<file path="config.mk">
export PLATFORM = sky130hd
export DESIGN_NAME = store_commit_buffer_flat
export DESIGN_NICKNAME = d
export VERILOG_FILES = /design/src/rtl/store_commit_buffer_if.sv /design/src/rtl/store_commit_buffer.sv /design/src/flat_wrapper.sv
export SDC_FILE = /design/constraint.sdc
export NUM_CORES = 1
export LEC_CHECK = 0
export ABC_AREA = 1
export CORE_UTILIZATION = 41
export DETAILED_ROUTE_END_ITERATION = 12
export SLEW_MARGIN = 15
export SYNTH_ARGS = -nofsm -noshare
export SYNTH_HDL_FRONTEND = slang
export SYNTH_SLANG_ARGS = --single-unit
</file>
<file path="constraint.sdc">
create_clock -name clk -period 8.2 [get_ports clk]
set_input_delay 1.64 -clock clk [delete_from_list [all_inputs] [get_ports clk]]
set_output_delay 1.64 -clock clk [all_outputs]
set_load 0.1 [all_outputs]
</file>
<file path="src/rtl/store_commit_buffer_if.sv">
// Data-memory write port of the store commit buffer.
// The buffer drives req/addr/data; memory returns ack.
interface store_commit_buffer_if #(
    parameter int ADDR_W = 48,
    parameter int DATA_W = 64
);
    logic              mem_req;
    logic [ADDR_W-1:0] mem_addr;
    logic [DATA_W-1:0] mem_data;
    logic              mem_ack;

    modport master (
        output mem_req,
        output mem_addr,
        output mem_data,
        input  mem_ack
    );

    modport slave (
        input  mem_req,
        input  mem_addr,
        input  mem_data,
        output mem_ack
    );
endinterface

</file>
<file path="src/rtl/store_commit_buffer.sv">
// In-order committed-store FIFO with memory drain and load forwarding.
// Define STORE_COALESCE_EN to merge pushes into matching non-head entries.
module store_commit_buffer #(
    parameter int DEPTH  = 4,
    parameter int ADDR_W = 48,
    parameter int DATA_W = 64
) (
    input  logic                       clk,
    input  logic                       rst,
    input  logic                       commit_ready_mem,
    input  logic [ADDR_W-1:0]          Address_in,
    input  logic [DATA_W-1:0]          Data_in,
    output logic                       full_out,
    output logic                       empty_out,
    output logic [$clog2(DEPTH):0]     count_out,
    store_commit_buffer_if.master      mem,
    input  logic                       load_valid,
    input  logic [ADDR_W-1:0]          load_addr,
    output logic                       fwd_hit,
    output logic [DATA_W-1:0]          fwd_data
);
    localparam int PTR_W = $clog2(DEPTH);
    localparam int CNT_W = PTR_W + 1;

    typedef enum logic {IDLE, REQ} state_t;

    logic [ADDR_W-1:0] addr_q [DEPTH];
    logic [DATA_W-1:0] data_q [DEPTH];
    logic [DEPTH-1:0]  valid_q;
    logic [PTR_W-1:0]  head, tail;
    logic [CNT_W-1:0]  count, cnt_nxt;
    state_t            state, state_nxt;

    logic push, pop, coal_hit;
    logic [PTR_W-1:0] f_idx;

    assign full_out  = (count == CNT_W'(DEPTH));
    assign empty_out = (count == '0);
    assign count_out = count;

`ifdef STORE_COALESCE_EN
    logic [PTR_W-1:0] c_idx, c_scan;
    logic             coal_wr;

    // Scan oldest to youngest past the head so the youngest match wins.
    always_comb begin
        coal_hit = 1'b0;
        c_idx    = '0;
        c_scan   = '0;
        for (int i = 1; i < DEPTH; i++) begin
            c_scan = head + PTR_W'(i);
            if (state == REQ && valid_q[c_scan] &&
                addr_q[c_scan] == Address_in) begin
                coal_hit = 1'b1;
                c_idx    = c_scan;
            end
        end
    end

    assign coal_wr = commit_ready_mem && coal_hit;
`else
    assign coal_hit = 1'b0;
`endif

    assign push = commit_ready_mem && !full_out && !coal_hit;
    assign pop  = (state == REQ) && mem.mem_ack;

    always_comb begin
        cnt_nxt = count;
        unique case ({push, pop})
            2'b10:   cnt_nxt = count + 1'b1;
            2'b01:   cnt_nxt = count - 1'b1;
            default: cnt_nxt = count;
        endcase
    end

    always_comb begin
        state_nxt = state;
        unique case (state)
            IDLE: if (count != '0) state_nxt = REQ;
            REQ:  if (pop && cnt_nxt == '0) state_nxt = IDLE;
            default: state_nxt = IDLE;
        endcase
    end

    always_ff @(posedge clk) begin
        if (rst) begin
            head    <= '0;
            tail    <= '0;
            count   <= '0;
            valid_q <= '0;
            state   <= IDLE;
        end else begin
            count <= cnt_nxt;
            state <= state_nxt;
            if (push) begin
                tail          <= tail + 1'b1;
                valid_q[tail] <= 1'b1;
            end
            if (pop) begin
                head          <= head + 1'b1;
                valid_q[head] <= 1'b0;
            end
        end
    end

    // Payload needs no reset; valid_q and state gate every use.
    always_ff @(posedge clk) begin
        if (push) begin
            addr_q[tail] <= Address_in;
            data_q[tail] <= Data_in;
        end
`ifdef STORE_COALESCE_EN
        if (coal_wr) data_q[c_idx] <= Data_in;
`endif
    end

    assign mem.mem_req  = (state == REQ);
    assign mem.mem_addr = (state == REQ) ? addr_q[head] : '0;
    assign mem.mem_data = (state == REQ) ? data_q[head] : '0;

    always_comb begin
        fwd_hit  = 1'b0;
        fwd_data = '0;
        f_idx    = '0;
        if (load_valid) begin
            for (int i = 0; i < DEPTH; i++) begin
                f_idx = head + PTR_W'(i);
                if (valid_q[f_idx] && addr_q[f_idx] == load_addr) begin
                    fwd_hit  = 1'b1;
                    fwd_data = data_q[f_idx];
                end
            end
        end
    end
endmodule

</file>
<file path="src/flat_wrapper.sv">
// flat-port wrapper written by rule: the top's interface ports become plain ports
module store_commit_buffer_flat 
#(
    parameter int DEPTH  = 4,
    parameter int ADDR_W = 48,
    parameter int DATA_W = 64
)
  (clk, rst, commit_ready_mem, Address_in, Data_in, full_out, empty_out, count_out, load_valid, load_addr, fwd_hit, fwd_data, mem_mem_req, mem_mem_addr, mem_mem_data, mem_mem_ack);
  store_commit_buffer_if #(.ADDR_W(ADDR_W), .DATA_W(DATA_W)) mem_i ();
  input  logic clk;
  input  logic rst;
  input  logic commit_ready_mem;
  input  logic [ADDR_W-1:0] Address_in;
  input  logic [DATA_W-1:0] Data_in;
  output logic full_out;
  output logic empty_out;
  output logic [$clog2(DEPTH):0] count_out;
  input  logic load_valid;
  input  logic [ADDR_W-1:0] load_addr;
  output logic fwd_hit;
  output logic [DATA_W-1:0] fwd_data;
  output wire logic [$bits(mem_i.mem_req)-1:0] mem_mem_req;
  output wire logic [$bits(mem_i.mem_addr)-1:0] mem_mem_addr;
  output wire logic [$bits(mem_i.mem_data)-1:0] mem_mem_data;
  input wire logic [$bits(mem_i.mem_ack)-1:0] mem_mem_ack;
  assign mem_mem_req = mem_i.mem_req;
  assign mem_mem_addr = mem_i.mem_addr;
  assign mem_mem_data = mem_i.mem_data;
  assign mem_i.mem_ack = mem_mem_ack;
  store_commit_buffer #(.DEPTH(DEPTH), .ADDR_W(ADDR_W), .DATA_W(DATA_W)) u_core (.clk(clk), .rst(rst), .commit_ready_mem(commit_ready_mem), .Address_in(Address_in), .Data_in(Data_in), .full_out(full_out), .empty_out(empty_out), .count_out(count_out), .mem(mem_i), .load_valid(load_valid), .load_addr(load_addr), .fwd_hit(fwd_hit), .fwd_data(fwd_data));
endmodule
</file>
### Word level (Yosys, flattened, before mapping)

Memory sizes are Yosys's and may differ from the RTL's. A register that Yosys moved wholly into a read port is not among the register bits.
Index checks and enable logic that the tools add are counted.

| cells by class | value |
|---|---|
| add/subtract/negate cells | 6 |
| magnitude comparators | 7 |
| equal/unequal tests | 7 |
| multiplexer cells | 37 |
| bitwise operators | 4 |
| reduce and logical (&&, ||, !) cells | 13 |

Operator list:

| cell | number |
|---|---|
| 64-bit 2-to-1 mux | 6 |
| 48-bit equality test | 4 |
| 48-bit 2-to-1 mux | 1 |
| 2-bit by 3-bit less-than comparator with 1-bit output (second input constant) | 5 |
| 1-bit 2-to-1 mux | 15 |
| 4-bit 2-to-1 mux | 3 |
| 1-bit logical AND | 9 |
| 1-bit binary-select mux with 2-bit select | 4 |
| 2-bit 2-to-1 mux | 4 |
| 3-bit logical NOT | 2 |
| 3-bit case mux with 2 select lines | 1 |
| 2-bit by 1-bit adder with 2-bit output (second input constant) | 2 |
| 2-bit adder (second input constant) | 2 |
| 4-bit bitwise AND | 1 |
| 1-bit demux with 2-bit select | 2 |
| 2-bit by 1-bit >= comparator with 1-bit output (second input constant) | 2 |
| 4-bit inverter | 1 |
| 4-bit OR | 1 |
| 3-bit by 1-bit adder with 3-bit output (second input constant) | 1 |
| 3-bit equality test (second input constant) | 1 |
| 3-bit nonzero test | 1 |
| 3-bit by 1-bit subtractor with 3-bit output (second input constant) | 1 |
| 2-bit by 1-bit equality test with 1-bit output (second input constant) | 1 |
| 2-bit equality test (second input constant) | 1 |
| other kinds (3) | 3 |

| word-level totals | value |
|---|---|
| register bits | 12 |
| RAM bits | 448 |
| input port bits | 165 |
| word-level logic and storage cells | 81 |
| memories | 2 |

Memories:

| memory | words | width | read ports | clocked after memory_dff | wr ports | RTL line | source |
|---|---|---|---|---|---|---|---|
| u_core.data_q | 4 | 64 | 4 | 1 | 1 | store_commit_buffer.sv:28 | `logic [DATA_W-1:0] data_q [DEPTH];` |
| u_core.addr_q | 4 | 48 | 4 | 1 | 1 | store_commit_buffer.sv:27 | `logic [ADDR_W-1:0] addr_q [DEPTH];` |

### Logic depth before layout (Yosys ltp)

Gate-level depths: netlist (run 1).

| depth | value |
|---|---|
| depth after elaboration | 9 |
| depth in mapped cells | 27 |

### Worst setup path before layout (run 1)

Ideal clock, no wire load.

| timing | value |
|---|---|
| kind | reg-to-reg |
| start | reg u_core.count[0] (netlist: u_core.count_out[0]) |
| end | mem u_core.addr_q[0][0] (enable) |
| library setup time | 0.586 ns |
| arrival | 7.051 ns |
| required time | 7.614 ns |
| slack | 0.563 ns |
| stages on the path, launching flop included | 5 |
| buffers on the path | 0 |
| cells stage by stage | dfxtp_1 > nor3_1 > nor2_1 > clkinv_1 > nor2_1 |

| on the way | value |
|---|---|
| cells in the longest elaborated chain, start to end | 5 |

Ends and longest elaborated chain:

| item | RTL line | source |
|---|---|---|
| start, declared | store_commit_buffer.sv:31 | `logic [CNT_W-1:0] count, cnt_nxt;` |
| start signal, assigned | store_commit_buffer.sv:94 | `count <= cnt_nxt;` |
| 3-bit equality test | store_commit_buffer.sv:37 | `assign full_out = (count == CNT_W'(DEPTH));` |
| via full_out | flat_wrapper.sv:15 | `output logic full_out;` |
| 1-bit logical NOT | store_commit_buffer.sv:65 | `assign push = commit_ready_mem && !full_out && !coal_hit;` |
| 1-bit logical AND | store_commit_buffer.sv:65 |  |
| 1-bit 2-to-1 mux | store_commit_buffer.sv:109 | `if (push) begin` |
| 1-bit 2-to-1 mux (implied by the code) | store_commit_buffer.sv:110 | `addr_q[tail] <= Address_in;` |
| end, declared | store_commit_buffer.sv:27 |  |

The timed path passes the listed nets, and every way through them passes these cells.

### Worst setup path in the final report (run 1)

| timing | value |
|---|---|
| start | reg u_core.head[0] |
| end | out fwd_data[53] |

| on the way | value |
|---|---|
| cells in the longest elaborated chain, start to end | 8 |
| elaborated cells between the ends (all ways) | 25 |

Ends and longest elaborated chain:

| item | RTL line | source |
|---|---|---|
| start, declared | store_commit_buffer.sv:30 | `logic [PTR_W-1:0] head, tail;` |
| start signal, assigned | store_commit_buffer.sv:101 | `head <= head + 1'b1;` |
| 2-bit by 1-bit adder with 2-bit output or 1-bit binary-select mux with 2-bit select (tied branches) | store_commit_buffer.sv:128, store_commit_buffer.sv:129 |  |
| memory read 4 x 48 bit (tied with other cells) | n/a |  |
| 48-bit equality test (tied with other cells) | store_commit_buffer.sv:129 | `if (valid_q[f_idx] && addr_q[f_idx] == load_addr) begin` |
| 1-bit logical AND or 64-bit 2-to-1 mux (tied branches) | store_commit_buffer.sv:129 |  |
| 64-bit 2-to-1 mux (2 in series) | store_commit_buffer.sv:129 |  |
| 64-bit 2-to-1 mux (*) | store_commit_buffer.sv:129 |  |
| 64-bit 2-to-1 mux (*) | store_commit_buffer.sv:126 | `if (load_valid) begin` |
| end, declared | flat_wrapper.sv:21 | `output logic [DATA_W-1:0] fwd_data;` |

Mark *: on every way between the ends. The rest lies on a longest branch, timed or not. The select of a mux whose other input is x is not followed.

==> results by group, run 1 <==
Timing
  – Slew headroom: 24.0%
  – Period utilization: 89.5%
  – Hold Vio Cnt, Final: 0
  – Setup total negative slack: 0 ns
  – Worst setup margin: about 0.86 ns
  – Max Fclk: 136 MHz
  – Clock skew: 0.0181 ns
  – Setup-failing EPs final: 0
  – Worst Max-Slew Pin Slew: between 1 and 1.5 ns
  – Hold Slack: a little under 0.5 ns
  – Minimum clock period: 7.34 ns
  – RSZ-0062 raised after global routing: no
  – Slew Limit Fails: 0

Floorplanning
  – Die area: between 0.08 and 0.09 sq mm
  – Initial core utilization: 41.7%
  – Num rows: 103
  – Die height: 286 um
  – Die boundary width: 286 um
  – Ports: 348
  – Placeable Area: 0.0795 sq mm

GRT
  – Grt total ovfl: 0
  – Initial antenna violation count: 25
  – First-pass GRT wire length: 189000 um
  – Vias in the first global route: approximately 32000
  – Largest net degree at the start of global routing: around 230
  – Total GRT Usage: 30.1%

Clock network
  – Post-CTS Setup Inserts: 0
  – Hold Buf Count CTS: 0
  – Worst skew pair latency: 0.62 ns
  – Number of H-tree levels: 2
  – TritonCTS clock tree: yes
  – CTS root buffer: clkbuf_16
  – Register clock-pin slew on the reported worst setup and hold paths: 0.06 ns
  – CTS Buf Count: 56
  – Clock Sinks: 462
  – Clk buf depth: 3
  – Resized Gates After CTS: 0

Critical path
  – Worst setup SP type: flop
  – CP Max Fanout: 122
  – Crit path max-delay family: simple AND/OR/NAND/NOR gates
  – Setup crit end kind: output port
  – Max incr delay on CP: roughly 0.69 ns
  – Worst EP required: 6.56 ns
  – Crit Path Class: reg -> out
  – Critical path's slowest cell: dfxtp_4
  – Critical Path, Cell by Cell: clkinv_8 -> ha_4 -> buf_12 -> nand3_1 -> nand2_1 -> nand2_1 -> nand2_1 -> nand3_1 -> nor2_1 -> nand3_1 -> nor2_4 -> nand2_4 -> buf_12 -> nand3_1 -> nand2_1 -> nor2_1 -> buf_12
  – Worst Path Arrival: ~5.7 ns
  – CP bufs+invs: 4

Placement
  – Dpl cell area: ~0.038 sq mm
  – IO Port Bufs: 347
  – Post-DP HPWL: 78300 um
  – Placer Congestion: 0.941
  – Pre-CTS setup slack: 1.39 ns

Cells and area
  – Layout cell share with drive strength beyond 1: 4.17%
  – Nets: 5192
  – Area Overhead vs Synth: 19.4%
  – Final Cell Area: 0.0396 sq mm
  – Fillers: 7831

Synth
  – Post-Syn Area: 0.0331 sq mm
  – Post-synth top cells: nand2_1 (1746), nand3_1 (764), edfxtp_1 (448)
  – Main flop type after synthesis: edfxtp_1
  – Net Count, Synth: 5078
  – Most frequent cell after synthesis: nand2_1
  – Fraction of registers with async set/reset: 0%
  – Post-synth top area cell: edfxtp_1
  – Complex-gate fraction of the synthesized area: a little under an eighth
  – Synth top area share: 40.6%
  – Mux contribution to synthesized area: 0%
  – Post-synthesis xor/xnor area fraction: 0.661%
  – Yosys reg bits: roughly 460
  – Syn Inst Count: 4903
  – Largest family of logic cells by synthesized area: simple AND/OR/NAND/NOR gates
  – Syn. warnings: 0
  – Number of synthesized flops with an enable pin: 448
  – Adder-cell share of the synthesized area: 0.400%
  – Seq/Total Area, Yosys: around two fifths
  – Yosys cell types: 32
  – Post-Synth Simple-Gate Area: about 37%
  – Area contributors post-synth: edfxtp_1 (41%), nand2_1 (20%), nand3_1 (12%), nor2_1 (4.9%), o21ai_0 (4.6%)
  – Syn_area_per_cell: 6.76 sq um

Route
  – Total Wirelength: 127000 um
  – DRT iter0 DRCs: 4026
  – Residual DRC: 0
  – Detail Route Antenna Nets: 0
  – Pre-Repair DR Iteration Count: 6
  – Vias per cell: roughly 5.6
  – Via Count: 34400
  – Routed len/inst: just over 20 um

Run
  – Max cap viols: 0

Hold path
  – Worst min path class: reg -> reg

Pwr
  – Total Power: 11200 uW
  – Peak VDD IR: 209 uV
  – PwrDens: around 280 mW/mm^2
  – P_leak: roughly 0.017 uW

Run status
  – Outcome: complete, no violations
## worst paths after layout
path                             from  slack (ns)  depth (start not counted)              endpoint
hold reg to reg     u_core.valid_q[0]        0.50                          2     u_core.valid_q[0]
setup reg to reg  u_core.count_out[1]        5.19                          5  u_core.data_q[2][16]
setup / recovery       u_core.head[0]        0.86                         17          fwd_data[53]
hold / removal      u_core.valid_q[0]        0.50                          2     u_core.valid_q[0]
## cell families after synthesis
kind of cell	count (synthesis)
AO/OA/AOI/OAI	717
adder cells (fa/ha/maj)	10
flip-flops	462
AND/OR/NAND/NOR	2957
buffers and inverters	732
XOR/XNOR	25
## flip-flops by register name (all words and copies together), names as in the netlist, named ones only
signal and cells:
u_core.data_q 256, u_core.addr_q 192, u_core.valid_q 4, u_core.count_out 3, u_core.head 2, u_core.tail 2, u_core.mem.mem_req 1
## placed cells by master, fill, tap and decap left out, drive strengths merged, types with 105 or more instances in the layout
cell type      count
buf              105
a22oi            128
nand3            764
o21ai            311
inv              402
clkdlybuf4s50    281
edfxtp           448
nand2           1747
nor2             430
a21oi            266
## worst min-delay path: stages, from the launching register on
cell	delay, ns
dfxtp_1	0.31
nor2_1	0.09
a211oi_1	0.05
## where the power goes
| group | total, uW | internal [uW] | switching (uW) |
|---|---|---|---|
| logic | 5710 | 1360 | 4350 |
| registers | 2930 | 2800 | 132 |
| clock network | 2570 | 1530 | 1040 |
## per-stage QoR
step / utilization [%] / std cells
2_1_floorplan: - / 4903
3_3_place_gp: 47.4 / 6009
3_5_place_dp: 47.4 / 6009
4_1_cts: 49.7 / 6111
5_1_grt: 49.7 / 6120
6_report: 49.7 / 6120
## area by class of cell
class	instances	area (sq um)	area share (%)
repair buffers	386	4600	11.6
clock buffers	65	1440	3.63
flip-flops and latches	462	13700	34.8
clock inverters	37	422	1.07
multi-input cells	3709	16500	41.6
diodes	9	22.5	0.0569
well taps	1050	1310	3.32
inverters	402	1540	3.90
## routing by layer
metal | up-vias | GRT usage (%) | share of wire [%]
met5 | - | 0 | 0.15
met3 | 351 | 5.87 | 10
met2 | 1818 | 49.3 | 46
met1 | 15800 | 38.2 | 39
met4 | 30 | 14.3 | 4.5
li1 | 16400 | - | -
No activity file was read; power rests on OpenSTA's default activity.
==> run 2: changes to the inputs <==
Settings changed: REMOVE_ABC_BUFFERS set to 1.
==> results by group, run 2 (same netlist as run 1, synthesis figures left out) <==
Cells and area
  – Regs by FF count: u_core.data_q x256, u_core.addr_q x192, u_core.valid_q x4
  – Layout cell share with drive strength beyond 1: 4.20%
  – Area Overhead vs Synth: 18.8%
  – Max reg flops: 256
  – Commonest non-fill, non-tap cells in the layout: nand2_1 (1744), nand3_1 (764), edfxtp_1 (448), nor2_1 (421), inv_1 (395)
  – Biggest register: u_core.data_q
  – Most common cell after layout, fill and taps aside: nand2_1
  – Nets: 5202

Critical path
  – Crit path max-delay family: buffers and inverters
  – Critical Path, Cell by Cell: inv_8 -> ha_4 -> inv_8 -> buf_4 -> nand3_1 -> nand2_1 -> nand2_1 -> nand2_1 -> nand2_1 -> nor2_1 -> nand3_1 -> nor2_4 -> buf_4 -> nand3_1 -> nand3_1 -> nor2_1 -> nor2_1 -> buf_12
  – Worst Path Arrival: 5.77 ns
  – Worst setup SP type: flop
  – Critical path's slowest cell: buf_4
  – Max incr delay on CP: 0.80 ns
  – Worst EP required: 6.56 ns
  – Crit Path Class: reg -> out
  – CP bufs+invs: 5
  – CP Max Fanout: around 80
  – Setup crit end kind: output port

Route
  – DRT iter0 DRCs: around 4000
  – Total Wirelength: 126000 um
  – Detail Route Antenna Nets: 0
  – Pre-Repair DR Iteration Count: 6
  – Vias per cell: about 5.6
  – Routed len/inst: 20.5 um
  – Via Count: 34300
  – Residual DRC: 0

Placement
  – Pre-CTS setup slack: 1.45 ns
  – Placer Congestion: 0.942
  – IO Port Bufs: 347
  – Post-DP HPWL: 80500 um

Timing
  – Setup total negative slack: 0 ns
  – Slew Limit Fails: 0
  – Worst Max-Slew Pin Slew: 1.17 ns
  – Clock skew: roughly 0.019 ns
  – Slew headroom: 21.7%
  – Hold Vio Cnt, Final: 0
  – Setup-failing EPs final: 0
  – RSZ-0062 raised after global routing: no
  – Minimum clock period: 7.41 ns
  – Period utilization: 90.4%
  – Max Fclk: between 100 and 150 MHz
  – Worst setup margin: 0.787 ns

Floorplanning
  – Die boundary width: ~290 um
  – Die area: roughly 0.082 sq mm
  – Placeable Area: just under 0.08 sq mm
  – Die height: 286 um
  – Num rows: 103
  – Initial core utilization: 41.7%
  – Ports: 348

Pwr
  – P_leak: 0.0168 uW
  – PwrDens: 278 mW/mm^2
  – Peak VDD IR: 255 uV

Clock network
  – Hold Buf Count CTS: 0
  – Number of H-tree levels: 2
  – CTS Buf Count: 53
  – Clock Sinks: 462
  – Register clock-pin slew on the reported worst setup and hold paths: ~0.060 ns
  – Post-CTS Setup Inserts: 0
  – TritonCTS clock tree: yes
  – Clk buf depth: 3
  – CTS root buffer: clkbuf_16
  – Worst skew pair latency: 0.61 ns
  – Resized Gates After CTS: 0

GRT
  – Vias in the first global route: 31300
  – Grt total ovfl: 0
  – Initial antenna violation count: 20
  – Total GRT Usage: between 20% and 30%
  – Largest net degree at the start of global routing: between 200 and 250
  – First-pass GRT wire length: 188000 um

Hold path
  – Worst min path class: reg -> reg

Run
  – Max cap viols: 0

Run status
  – Outcome: complete, no violations
-- run 2: cell types whose count changed in the layout (fill, tap and decap cells not counted), sizes merged --
cell and delta:
buf +13, bufinv -7, clkbuf +9, clkinv -6, clkinvlp -2, diode +7
-- run 2: through the flow --
stage / hold slack, ns / utilization [%] / instances / total power, uW / instance area [sq um]
finish: 0.496 / 49.5 / 6134 / 10900 / 39400
global route: 0.532 / 49.5 / 6129 / 11500 / 39300
CTS: 0.498 / 49.4 / 6118 / 10900 / 39300
detailed placement: 0.490 / 47.4 / 6022 / 8640 / 37700
global placement: 0.488 / 47.4 / 6022 / 8620 / 37700
floorplan: 0.469 / - / 4573 / 7180 / 31600
-- run 2: report_power, final --
group,leakage (uW),internal [uW],switching (uW)
combinational,0.0118,1370,4360
clock,0.000802,1320,958
sequential,0.00423,2800,134
total,0.0168,5480,5450
-- run 2: final cells by class --
class | instances | area (sq um)
Tap cell | 1050 | 1310
Antenna cell | 16 | 40.0
Timing Repair Buffer | 399 | 4610
Multi-Input combinational cell | 3709 | 16500
Sequential cell | 462 | 13700
Clock inverter | 22 | 153
Inverter | 402 | 1540
Clock buffer | 74 | 1490
Fill cell | 7859 | 40200
-- run 2: worst paths after layout --
check,startpoint,to,slack [ns],cells after the start
max,u_core.head[0],fwd_data[41],0.79,18
min,u_core.valid_q[0],u_core.valid_q[0],0.50,2
max reg2reg,u_core.count_out[0],u_core.data_q[0][26],5.28,6
min reg2reg,u_core.valid_q[0],u_core.valid_q[0],0.50,2
-- run 2: worst min-delay path, cell delays in order (launching register included) --
cell and delay (ns):
dfxtp_1 0.31, nor2_1 0.10, a211oi_1 0.04
-- run 2: per-layer routing --
layer,global-route usage (%),vias to the layer above,routed length (um)
met2,48.6,1749,58000
met1,38.6,15800,50300
met5,0,-,66
li1,-,16400,-
met3,4.36,312,11300
met4,14.9,10,5880
